File: config.mk
export PLATFORM = sky130hd
export DESIGN_NAME = ms_delay_timer
export DESIGN_NICKNAME = d
export VERILOG_FILES = /design/src/rtl/ms_delay_timer.sv
export SDC_FILE = /design/constraint.sdc
export NUM_CORES = 1
export LEC_CHECK = 0
export BUFFER_PORTS_ARGS = -buffer_cell sky130_fd_sc_hd__buf_2
export CAP_MARGIN = 20
export CORE_AREA = 2 2 130 132
export CTS_CLUSTER_SIZE = 40
export DETAILED_ROUTE_END_ITERATION = 6
export DIE_AREA = 0 0 132 134
export HOLD_SLACK_MARGIN = 0.15
export PLACE_DENSITY = 0.78
export SLEW_MARGIN = 20
export SYNTH_ARGS = -nofsm -noshare
export SYNTH_HDL_FRONTEND = slang
export SYNTH_SLANG_ARGS = --single-unit
File: constraint.sdc
create_clock -name clk -period 12.4 [get_ports clk]
set_input_delay 0.62 -clock clk [delete_from_list [all_inputs] [get_ports clk]]
set_output_delay 0.62 -clock clk [all_outputs]
set_load 0.01 [all_outputs]
File: src/rtl/ms_delay_timer.sv
// ms_delay_timer: wrap-safe one-shot millisecond delay timer with start/busy/done handshake.
// Define DELAY_TIMER_PERIODIC_EN to add input `periodic` for drift-free periodic re-arming.
module ms_delay_timer #(
  parameter int TW = 32,
  parameter int DW = 16
) (
  input  logic          clk,
  input  logic          rst,
  input  logic [TW-1:0] time_ms,
  input  logic          start,
  input  logic [DW-1:0] dur_ms,
  input  logic          cancel,
  output logic          busy,
  output logic          done,
  output logic [DW-1:0] remaining
`ifdef DELAY_TIMER_PERIODIC_EN
  ,
  input  logic          periodic
`endif
);

  typedef enum logic [1:0] {
    ST_IDLE = 2'd0,
    ST_RUN  = 2'd1,
    ST_FIRE = 2'd2
  } state_t;

  state_t        state_r;
  state_t        next_state_s;
  logic [TW-1:0] stamp_r;
  logic [TW-1:0] stamp_next_s;
  logic [DW-1:0] dur_r;
  logic [DW-1:0] dur_next_s;
  logic          periodic_r;
  logic          periodic_next_s;
  logic          periodic_req_s;
  logic [TW-1:0] elapsed_s;
  logic          expired_s;
  logic [TW-1:0] elapsed_next_s;
  logic          busy_r;
  logic          done_r;
  logic [DW-1:0] remaining_r;
  logic          busy_next_s;
  logic          done_next_s;
  logic [DW-1:0] remaining_next_s;

`ifdef DELAY_TIMER_PERIODIC_EN
  assign periodic_req_s = periodic;
`else
  assign periodic_req_s = 1'b0;
`endif

  // Modular subtraction keeps the comparison correct across time_ms wrap;
  // a backwards jump of time_ms yields a huge elapsed and expires at once.
  assign elapsed_s = time_ms - stamp_r;
  assign expired_s = (elapsed_s >= TW'(dur_r));

  // Next-state and next-output logic; priority cancel > start > expiry
  always_comb begin
    next_state_s     = state_r;
    stamp_next_s     = stamp_r;
    dur_next_s       = dur_r;
    periodic_next_s  = periodic_r;
    busy_next_s      = 1'b0;
    done_next_s      = 1'b0;
    remaining_next_s = {DW{1'b0}};
    elapsed_next_s   = {TW{1'b0}};

    if (cancel) begin
      next_state_s    = ST_IDLE;
      periodic_next_s = 1'b0;
    end else if (start) begin
      if (dur_ms != {DW{1'b0}}) begin
        next_state_s    = ST_RUN;
        stamp_next_s    = time_ms;
        dur_next_s      = dur_ms;
        periodic_next_s = periodic_req_s;
      end else begin
        // A zero delay completes immediately and is never periodic.
        next_state_s    = ST_FIRE;
        dur_next_s      = {DW{1'b0}};
        periodic_next_s = 1'b0;
      end
    end else begin
      case (state_r)
        ST_IDLE: begin
          next_state_s = ST_IDLE;
        end
        ST_RUN: begin
          if (expired_s) begin
            next_state_s = ST_FIRE;
            if (periodic_r) begin
              stamp_next_s = stamp_r + TW'(dur_r);
            end else begin
              stamp_next_s = stamp_r;
            end
          end else begin
            next_state_s = ST_RUN;
          end
        end
        ST_FIRE: begin
          if (periodic_r) begin
            next_state_s = ST_RUN;
          end else begin
            next_state_s = ST_IDLE;
          end
        end
        default: begin
          next_state_s    = ST_IDLE;
          periodic_next_s = 1'b0;
        end
      endcase
    end

    elapsed_next_s = time_ms - stamp_next_s;
    done_next_s    = (next_state_s == ST_FIRE);
    busy_next_s    = (next_state_s == ST_RUN) ||
                     ((next_state_s == ST_FIRE) && periodic_next_s);
    if ((next_state_s == ST_RUN) && (elapsed_next_s < TW'(dur_next_s))) begin
      remaining_next_s = dur_next_s - DW'(elapsed_next_s);
    end else begin
      remaining_next_s = {DW{1'b0}};
    end
  end

  // State, timing context and registered outputs
  always_ff @(posedge clk or negedge rst) begin
    if (!rst) begin
      state_r     <= ST_IDLE;
      stamp_r     <= {TW{1'b0}};
      dur_r       <= {DW{1'b0}};
      periodic_r  <= 1'b0;
      busy_r      <= 1'b0;
      done_r      <= 1'b0;
      remaining_r <= {DW{1'b0}};
    end else begin
      state_r     <= next_state_s;
      stamp_r     <= stamp_next_s;
      dur_r       <= dur_next_s;
      periodic_r  <= periodic_next_s;
      busy_r      <= busy_next_s;
      done_r      <= done_next_s;
      remaining_r <= remaining_next_s;
    end
  end

  assign busy      = busy_r;
  assign done      = done_r;
  assign remaining = remaining_r;

endmodule


==> flow_metrics.py <==
metrics = {
    "status": {
        "status": "finished clean",
    },
    "worst_setup_path": {
        "crit_top_cell": "ha_1",
        "worst_path_max_delay_cell": "dfrtp_1",
        "critPathArrivalTime_ns": 10.22,
        "endpoint_kind": "register",
        "worstSetupPathType": "reg -> reg",
        "critical_path.startpoint": "stamp_r[1]",
        "slowest_delay_ns": 0.50,
        "crit_required_ns": 12.64,
        "reg2reg_from": "stamp_r[1]",
        "rrSetupSlack_ns": 2.42,
        "r2r_end": "remaining[4]",
        "path_max_fanout": 30,
        "reg2reg_depth": 42,
        "cp-start-kind": "register",
    },
    "floorplanning": {
        "core_mm2": 0.0163,
        "die_width_um": 132,
        "fp.dieH_um": 134,
        "dieArea_mm2": 0.0177,
        "initial_core_util_pct": 58.8,
        "ioPinCount": 70,
        "num_rows": 47,
    },
    "logic_synthesis": {
        "synthFlopType": "dfrtp_1",
        "avgSynthCellArea_um2": 8.00,
        "seq_area_frac_synth_pct": 18.0,
        "synth_cells": 1198,
        "ys_async_sr_fraction_pct": 100,
        "ys_types": 95,
        "synth_seq_cells": 69,
        "syn_area_mm2": 0.00958,
        "synth_warnings": 0,
        "synth_edf_count": 0,
        "syn_nets": 1382,
    },
    "global_routing": {
        "globalRouteMet1Util_pct": 45.8,
        "grt_pass1_wl_mm": 45.3,
        "grt_overflow_total": 0,
        "antenna_found_initial": 0,
        "grt_util_met2_pct": 49.2,
        "grt_use_total_pct": 31.8,
        "grt_busiest_layer": "met2",
        "grt_pass1_vias": 8902,
        "grt_max_degree": 70,
        "use_met3_pct": 4.57,
    },
    "layout": {
        "area_delta_synth_final_pct": 8.40,
        "final_util_pct": 63.8,
        "n_antenna_cell": 0,
        "nNetsFinal": 1429,
        "final_layout_size_suffix_gt1_share_pct": 11.4,
    },
    "power": {
        "power.leakage_nw": 4.94,
        "p_per_area_mw_per_mm2": 134,
        "peakVddDrop_v": 0.0000750,
        "p_total_mw": 1.39,
    },
    "timing": {
        "maxSlewViolCount": 0,
        "min_period_ns": 9.98,
        "skew_ns": 0.0118,
        "whs_ns": 0.402,
        "tightest_slew_ns": 0.925,
        "totalNegativeSetupSlack_ns": 0,
        "max_slew_margin_pct": 38.3,
        "max_freq_mhz": 100,
        "setup_viol": 0,
        "fin_ws_ns": 2.42,
        "final_hold_viol_count": 0,
        "finalCritPeriodShare_pct": 80.5,
        "rsz0062_at_grt": "false",
    },
    "drt": {
        "ant_nets": 0,
        "vias_per_cell": 6.50,
        "wl_per_cell_um": 19.3,
        "routed_wl_mm": 28.3,
        "via_count": 9558,
        "drc": 0,
        "first_pass_iters": 6,
        "first_iter_violations": 922,
    },
    "placed_design": {
        "place_ws_ns": 2.37,
        "gp_congestion": 0.961,
        "place_hpwl_mm": 22.3,
        "port_buffers": 69,
    },
    "clocking": {
        "cts_buffers": 9,
        "cts_hold_buf": 0,
        "clock_sinks": 69,
        "clock_latency_ns": 0.35,
        "htree_levels": 3,
        "cts_tree": "yes",
        "clockBufferDepth": 2,
        "post_cts_resized": 0,
        "clkTransAtPathRegs_ns": 0.07,
        "cts_root_buf": "clkbuf_16",
        "post_cts_buffers": 0,
    },
    "run": {
        "maxCapViolations": 0,
    },
    "hold_path": {
        "hp-class": "in -> async",
    },
}
[through the flow]
step / std cells / instance area [um^2]
after detailed placement: 1454 / 10100
after floorplan: 1198 / 9580
after global routing: 1470 / 10400
final: 1470 / 10400
after global placement: 1454 / 10100
after CTS: 1470 / 10400
[worst max-delay path, delay by kind of cell (launching register included)]
family          cells  cell delay [ns]
compound gates     23             5.02
simple gates       11             2.47
fa+ha+maj           4             1.16
flops               1             0.50
buf+inv             2             0.40
xor+xnor            2             0.33
[cells by family after synthesis]
kind of cell | share of synthesized area (%)
AO/OA/AOI/OAI | 29.6
AND/OR/NAND/NOR | 19.6
buffers and inverters | 6.83
adder cells (fa/ha/maj) | 17.5
flip-flops | 18.0
XOR/XNOR | 5.67
multiplexers | 2.77
[cell usage after synthesis, types with 18 or more instances]
master,n,area (um^2)
mux2i_1,25,250
nor3_1,25,125
o211ai_1,20,150
nand4_1,20,125
ha_1,128,1600
nand2_1,74,278
dfrtp_1,69,1730
a21o_1,32,240
clkbuf_1,21,78.8
xnor2_1,39,342
a21oi_1,101,505
xor2_1,23,201
nor2_1,75,282
nand3_1,32,160
inv_1,117,439
a211oi_1,18,135
o21ai_0,56,280
[layer usage]
metal  share of wire, %  vias to the layer above  wire, um
met4                2.9                        0       825
li1                   -                     4544         -
met2                 43                      483     12200
met5                  0                        -         0
met3                9.7                       72      2760
met1                 44                     4459     12600
[final cells by class]
cell class	instances	area (um^2)
inverter	118	443
timing repair buffer	77	408
multi-input combinational	970	7200
sequential	69	1730
clock buffer	10	239
fill	1420	5900
clock inverter	6	93.8
tap	220	275
[flip-flops by register name, summed over array words and instances (netlist names)]
| register | flops |
|---|---|
| busy | 1 |
| done | 1 |
| dur_r | 16 |
| periodic_r | 1 |
| remaining | 16 |
| stamp_r | 32 |
| state_r | 2 |
[worst max-delay path by stage]
stage and to:
2_1_floorplan remaining[10], 3_3_place_gp remaining[3], 3_5_place_dp remaining[3], 4_1_cts remaining[4]
5_1_grt remaining[4], 6_report remaining[4]
[power breakdown]
| part | total [mW] | internal [mW] | leakage [nW] | switching (mW) |
|---|---|---|---|---|
| clock network | 0.293 | 0.183 | 0.159 | 0.110 |
| logic | 0.820 | 0.333 | 3.94 | 0.488 |
| registers | 0.279 | 0.247 | 0.842 | 0.0321 |
| total | 1.39 | 0.763 | 4.94 | 0.630 |
[placed cells by master (no fill, tap or decap), types with 18 or more instances in the layout]
cell type / count
nand3_1: 32
a21o_1: 32
o211ai_1: 20
nand2_1: 74
xor2_1: 23
nand4_1: 20
buf_2: 68
mux2i_1: 25
nor2_1: 75
xnor2_1: 39
a21oi_1: 101
nor3_1: 25
inv_1: 117
dfrtp_1: 69
ha_1: 128
o21ai_0: 56
a211oi_1: 18
Power figures use the tool's default switching activity.
